File: src/rtl/shared_pkg.sv
// Shared FIFO geometry and arbiter state type for the FIFO write-arbiter slice.
package shared_pkg;

    localparam int unsigned FIFO_WIDTH = 16;
    localparam int unsigned FIFO_DEPTH = 8;

    typedef enum logic {
        IDLE  = 1'b0,
        BURST = 1'b1
    } arb_state_e;

endpackage

File: src/rtl/rr_pick.sv
// Combinational round-robin pick: first requester at or after rr_ptr, scanning upward with wrap.
module rr_pick #(
    parameter int unsigned NUM_REQ = 4,
    parameter int unsigned PTR_W   = $clog2(NUM_REQ)
) (
    input  logic [NUM_REQ-1:0] req,
    input  logic [PTR_W-1:0]   rr_ptr,
    output logic [NUM_REQ-1:0] winner,
    output logic [PTR_W-1:0]   idx
);

    logic             found;
    logic [PTR_W-1:0] pos;

    always_comb begin
        winner = '0;
        idx    = '0;
        found  = 1'b0;
        pos    = '0;
        for (int unsigned k = 0; k < NUM_REQ; k++) begin
            pos = PTR_W'((32'(rr_ptr) + k) % NUM_REQ);
            if (!found && req[pos]) begin
                found       = 1'b1;
                winner[pos] = 1'b1;
                idx         = pos;
            end
        end
    end

endmodule

File: src/rtl/fifo_wr_arbiter.sv
// Round-robin burst arbiter funnelling NUM_REQ writers into one FIFO write port.
module fifo_wr_arbiter
    import shared_pkg::*;
#(
    parameter int unsigned NUM_REQ   = 4,
    parameter int unsigned BURST_LEN = 4
) (
    input  logic                          clk,
    input  logic                          rst_n,
    input  logic [NUM_REQ-1:0]            req,
    input  logic [NUM_REQ*FIFO_WIDTH-1:0] req_data,
    output logic [NUM_REQ-1:0]            gnt,
    output logic                          wr_en,
    output logic [FIFO_WIDTH-1:0]         data_in,
    input  logic                          full,
    input  logic                          almostfull,
    output logic [$clog2(NUM_REQ)-1:0]    owner,
    output logic                          busy
);

    localparam int unsigned PTR_W = $clog2(NUM_REQ);
    localparam int unsigned CNT_W = $clog2(BURST_LEN + 1);

    arb_state_e       state;
    logic [PTR_W-1:0] rr_ptr;
    logic [PTR_W-1:0] pick_idx;
    logic [PTR_W-1:0] acc_idx;
    logic [NUM_REQ-1:0] pick_gnt;
    logic [CNT_W-1:0] beat_cnt;
    logic             block;
    logic             accept;
    logic             last_beat;

    function automatic logic [PTR_W-1:0] wrap_inc(input logic [PTR_W-1:0] i);
        return (32'(i) == NUM_REQ - 1) ? '0 : i + 1'b1;
    endfunction

    rr_pick #(
        .NUM_REQ (NUM_REQ),
        .PTR_W   (PTR_W)
    ) u_pick (
        .req    (req),
        .rr_ptr (rr_ptr),
        .winner (pick_gnt),
        .idx    (pick_idx)
    );

    // almostfull alone is not enough: the write registered last cycle is not yet in the flags
    assign block     = full | (almostfull & wr_en);
    assign accept    = |(gnt & req);
    assign acc_idx   = (state == IDLE) ? pick_idx : owner;
    assign last_beat = (32'(beat_cnt) + 1 == BURST_LEN);
    assign busy      = (state == BURST);

    always_comb begin
        gnt = '0;
        if (rst_n && !block) begin
            if (state == IDLE) begin
                gnt = pick_gnt;
            end else if (req[owner]) begin
                gnt[owner] = 1'b1;
            end
        end
    end

    always_ff @(posedge clk or negedge rst_n) begin
        if (!rst_n) begin
            state    <= IDLE;
            rr_ptr   <= '0;
            owner    <= '0;
            beat_cnt <= '0;
            wr_en    <= 1'b0;
            data_in  <= '0;
        end else begin
            wr_en <= accept;
            if (accept) begin
                data_in <= req_data[32'(acc_idx) * FIFO_WIDTH +: FIFO_WIDTH];
            end
            case (state)
                IDLE: begin
                    if (accept) begin
                        owner    <= pick_idx;
                        beat_cnt <= CNT_W'(1);
                        if (BURST_LEN > 1) begin
                            state <= BURST;
                        end else begin
                            rr_ptr <= wrap_inc(pick_idx);
                        end
                    end
                end
                BURST: begin
                    if (!req[owner]) begin
                        state  <= IDLE;
                        rr_ptr <= wrap_inc(owner);
                    end else if (accept) begin
                        beat_cnt <= beat_cnt + 1'b1;
                        if (last_beat) begin
                            state  <= IDLE;
                            rr_ptr <= wrap_inc(owner);
                        end
                    end
                end
            endcase
        end
    end

endmodule

File: config.mk
export PLATFORM = sky130hd
export DESIGN_NAME = fifo_wr_arbiter
export DESIGN_NICKNAME = d
export VERILOG_FILES = /design/src/rtl/shared_pkg.sv /design/src/rtl/rr_pick.sv /design/src/rtl/fifo_wr_arbiter.sv
export SDC_FILE = /design/constraint.sdc
export NUM_CORES = 1
export LEC_CHECK = 0
export CAP_MARGIN = 20
export CORE_UTILIZATION = 45
export DETAILED_ROUTE_END_ITERATION = 12
export PLACE_DENSITY_LB_ADDON = 0.25
export RECOVER_POWER = 25
export SLEW_MARGIN = 20
export SYNTH_ARGS = -nofsm -noshare
export SYNTH_HDL_FRONTEND = slang
export SYNTH_SLANG_ARGS = --single-unit
export TNS_END_PERCENT = 10
File: constraint.sdc
create_clock -name clk -period 8.9 [get_ports clk]
set_input_delay 0.89 -clock clk [delete_from_list [all_inputs] [get_ports clk]]
set_output_delay 0.89 -clock clk [all_outputs]
set_load 0.03 [all_outputs]
Word-level counts from Yosys, hierarchy flattened
Index checks and enable logic that the tools add are counted.
W data, S select, Z words.
- bits in registers: 25
- latch bits: 0
- memory bits (writable): 0
- memory bits (read-only): 0
- bits of input ports: 72
- output and inout port bits: 24
- memories: 0
- $add $sub $neg: 6
- multiply operators: 0
- divide/modulo/power cells: 0
- $lt $le $gt $ge: 10
- eq/ne operators: 7
- shift operators: 1
- multiplexer cells: 49
- bitwise logic cells: 7
- reduce and logical (&&, ||, !) cells: 17
- operators with widths (kind ; number):
    $shiftx A64 B7 Y16 ; 1
    $mux W4 ; 7
    $mux W2 ; 10
    $mux W1 ; 17
    $lt A2 B3 Y1 const B ; 5
    $or A4 B4 Y4 ; 3
    $bmux W1 S2 ; 5
    $demux W1 S2 ; 5
    $ge A2 B1 Y1 const B ; 5
    $logic_and A1 B1 Y1 ; 9
    $mux W3 ; 3
    $ne A3 B3 Y1 const B ; 2
    $pmux W3 S2 ; 1
    $reduce_and A3 Y1 ; 2
    $add A2 B1 Y2 const B ; 2
    $add A2 B2 Y2 const B ; 2
    $add A3 B1 Y4 const B ; 1
    $and A4 B4 Y4 ; 1
    $eq A4 B3 Y1 const B ; 1
    $logic_not A1 Y1 ; 4
    $ne A2 B1 Y1 const B ; 2
    $reduce_or A4 Y1 ; 1
    $add A3 B1 Y3 const B ; 1
    $eq A2 B2 Y1 const B ; 1
    other kinds (6) ; 6

Logic depth before layout (Yosys ltp)
- depth in word-level cells: 19
- depth in mapped cells: 13
- mapped depth without buffers: 8

Cells and area by module
Synthesis repeated with hierarchy kept, for this count alone.
- cells, all modules: 179
- area, all modules: 2142.1 sq um
- by module, submodules not included (module ; times used ; cells each ; area each (sq um) ; seq. area each (sq um)):
    fifo_wr_arbiter ; 1 ; 133 ; 1722.9 ; 625.6
    rr_pick ; 1 ; 46 ; 419.2 ; 0.0

Least setup slack after synthesis
No wires, ideal clock.
- path kind: reg-to-output
- start point: reg rr_ptr[0]
- end point: out gnt[2]
- data arrival time: 2.759 ns
- path slack: 5.251 ns
- stages on the path, launching flop included: 9
- buffers on the path: 2
- path through: dfrtp_1 buf_6 clkbuf_1 inv_1 ha_1 mux4_2 or4b_4 nor2_1 a221o_1
- cells in the longest elaborated chain, start to end: 14
- elaborated cells between the ends (all ways): 49
- those cells by class: 3 x add/sub; 8 x order compare; 25 x mux; 3 x bitwise; 10 x reduce/logical
- ends and longest elaborated chain (item ; RTL line ; RTL):
    start, declared ; fifo_wr_arbiter.sv:25 ; logic [PTR_W-1:0] rr_ptr;
    start signal, assigned ; fifo_wr_arbiter.sv:87 ; rr_ptr <= wrap_inc(pick_idx);
    start signal, assigned ; fifo_wr_arbiter.sv:94 ; rr_ptr <= wrap_inc(owner);
    start signal, assigned ; fifo_wr_arbiter.sv:99 ; rr_ptr <= wrap_inc(owner);
    branches (longest 11 deep; another with $lt A2 B3 Y1) ; - ;
    $mux W4 * ; rr_pick.sv:22 ; if (!found && req[pos]) begin
    $mux W4 * ; fifo_wr_arbiter.sv:58 ; if (state == IDLE) begin
    $mux W4 * ; fifo_wr_arbiter.sv:57 ; if (rst_n && !block) begin
    end, declared ; fifo_wr_arbiter.sv:12 ; output logic [NUM_REQ-1:0] gnt,
Every way passes the cells marked *. The select of a mux whose other input is x is not followed.

Worst setup path in the final report
- start point: in rst_n
- end point: out gnt[3]
- cells in the longest elaborated chain, start to end: 2
- ends and longest elaborated chain (item ; RTL line ; RTL):
    start, declared ; fifo_wr_arbiter.sv:9 ; input logic rst_n,
    $logic_and A1 B1 Y1 ; fifo_wr_arbiter.sv:57 ;
    $mux W4 ; fifo_wr_arbiter.sv:57 ;
No other way between the ends.

==> key figures <==
Yosys
  – Post-synth EDFFs: 0
  – Unique cell type count in the Yosys netlist: 51
  – Largest area contributor in the netlist: dfrtp_1
  – Gate Count Post-Synth: ~280
  – Leading post-synthesis cells by cell area: dfrtp_1 (26%), a211oi_1 (9.5%), and3_1 (8.2%)
  – Top cell type's share of synthesized area: 0.255
  – Register bit total from synthesis: 25
  – Sequential element share of the synthesized area: 0.255
  – Syn_nets: 360
  – Yosys warning count: 0
  – Synth Flop Type: dfrtp_1
  – Syn Area/Cell: between 8 and 9 um^2
  – Ys async rst share: 1.00
  – Mapped Area: 2450 um^2

Placed design
  – Post-DP HPWL: 5430 um
  – Port bufs: between 90 and 100
  – RD Place Congestion: 0.907

Power
  – Pwr Density: roughly 350 nW/um^2
  – Max VDD drop: roughly 0.00018 V
  – P_leak: between 1 and 1.5 nW

Worst setup path
  – Startpoint type of the worst setup path: input pin
  – Crit path kind: input pin to output port
  – CP required: approximately 8000 ps
  – CP arrival: 4350 ps
  – Maximum fanout along the worst path: 26
  – R2R Setup Slk: approximately 4300 ps
  – Worst setup EP type: output port

Routing
  – WL/cell: approximately 18 um
  – Vias/cell: ~6.2
  – Residual DRC: 0
  – Drt initial violations: roughly 170
  – First-pass DRT Iterations: 4
  – Final WL: around 7400 um
  – Vias: about 2.6k
  – Post-DRT Antenna Nets: 0

Floorplanning
  – Die Y: 75.8 um
  – Die Wd: about 76 um
  – DIE AREA: approximately 5700 um^2
  – Initial Util: 0.473
  – Core ar.: 5170 um^2
  – I/O Pins: 96
  – Rows: 26

Global routing
  – Routing usage on met2: 0.449
  – GR Util met3: 0.0503
  – First-pass GRT wire length: around 12000 um
  – GR peak layer: met2
  – Largest net degree at the start of global routing: 36
  – Total congestion overflow: 0
  – Met1 GRT Util: 0.348
  – GRT Total Usage: 0.270
  – Vias in the first global route: 2411
  – Initial antenna violation count: 0

Finish
  – Area grow syn2layout: 38.9%
  – Nets@finish: approximately 430
  – Finished Core Util: 0.658
  – Ant diodes: 0
  – Commonest cells after routing, fill and taps aside: clkdlybuf4s50_1 (94), and3_1 (32), a211oi_1 (31), dfrtp_1 (25), nand4_1 (18)
  – Layout cells sized above 1: 0.0665
  – Most common cell after layout, fill and taps aside: clkdlybuf4s50_1

Timing
  – Slew margin rel.: 0.0493
  – Fin crit period: around 5200 ps
  – RSZ-0062 raised after global routing: no
  – Worst slew pin tran: between 1000 and 1500 ps
  – Slew Limit Fails: 0
  – Worst Skew: 6.69 ps
  – Final hold viol count: 0
  – Final setup violation count: 0
  – Hold_ws: between 500 and 600 ps
  – Max Freq: roughly 190 MHz
  – Setup TNS Final: 0 ps
  – Final period util: 0.589

Clocking
  – CTS resizes: 0
  – Clock sink total: 25
  – CTS buffer count: 3
  – Skew-Pair Late Insertion Delay: ~270 ps
  – Maximum root-to-sink buffer count: 2
  – Hold_buf cts: 0
  – Clock slew at reported path FFs: 80 ps
  – CTS tree: built
  – CTS root buf: clkbuf_8
  – Post-CTS Setup Bufs: 0
  – CTS H-tree lvls: 1

Run
  – Max-cap viol count: 0

Status
  – Status: completed

Worst hold path
  – Hold Crit Class: flip-flop to flip-flop
worst max-delay path, stage by stage:
cell and delay [ps]:
dlygate4sd3_1 520, clkbuf_1 1040, nor2b_1 340, nand3_1 210, a221oi_1 480, a221o_1 210
clkdlybuf4s50_1 670
synth_stat cells, types with 2 or more instances:
cell type,count
and3_1,32
a211oi_1,31
dfrtp_1,25
clkbuf_1,20
nand4_1,18
ha_1,13
inv_1,12
o31ai_1,12
nand3_1,11
nand2_1,9
a31oi_1,6
buf_2,5
mux4_2,5
nor2b_1,5
a21oi_1,4
buf_6,4
mux2i_1,4
o21ai_0,4
o31ai_2,4
a221oi_1,3
a22oi_1,3
nor2_1,3
o22ai_1,3
a21boi_0,2
a221o_1,2
a221oi_2,2
a222oi_1,2
buf_1,2
mux2_2,2
nand2b_1,2
nand3b_1,2
nand4b_1,2
o22a_1,2
o31a_1,2
stage by stage:
stage	instances	area [um^2]	setup slack (ps)	power, mW
after detailed placement	412	3360	3960	1.13
after global placement	412	3360	4000	1.13
final	416	3400	3660	1.20
after global routing	416	3400	3320	1.30
after CTS	416	3410	4170	1.20
after floorplan	275	2450	5250	0.892
report_power, final:
part           switching, mW  internal, mW  leakage [nW]
combinational          0.542         0.372          1.05
clock                 0.0371        0.0317        0.0217
sequential            0.0514         0.166         0.303
cells by family after synthesis:
| logic type | count (synthesis) | share of synthesized area |
|---|---|---|
| adder cells (fa/ha/maj) | 13 | 0.0664 |
| AO/OA/AOI/OAI | 94 | 0.309 |
| buffers and inverters | 43 | 0.0807 |
| multiplexers | 11 | 0.0715 |
| flip-flops | 25 | 0.255 |
| AND/OR/NAND/NOR | 89 | 0.217 |
state kept, by name (all words and copies together) (netlist names):
name and flops:
beat_cnt 3, busy 1, data_in 16, owner 2, rr_ptr 2, wr_en 1
layout make-up:
type / count / area (um^2)
clock buffer: 3 / 41.3
timing repair buffer: 98 / 970
multi-input combinational: 207 / 1630
inverter: 12 / 45.0
tap: 70 / 87.6
clock inverter: 1 / 7.51
sequential: 25 / 626
fill: 431 / 1770
worst paths after layout:
kind                            start         end  cells after the start
max                             rst_n      gnt[3]                      7
min                        data_in[6]  data_in[6]                      2
max reg2reg                 rr_ptr[1]  data_in[2]                      8
min reg2reg                data_in[6]  data_in[6]                      2
max in group asynchronous       rst_n  data_in[0]                      2
min in group asynchronous       rst_n  data_in[9]                      2
routing by layer:
layer  share of wire  wire length [um]
met5               0                 0
met4           0.011                78
met2            0.49              3610
met3           0.081               601
met1            0.42              3140
Power figures use the tool's default switching activity.
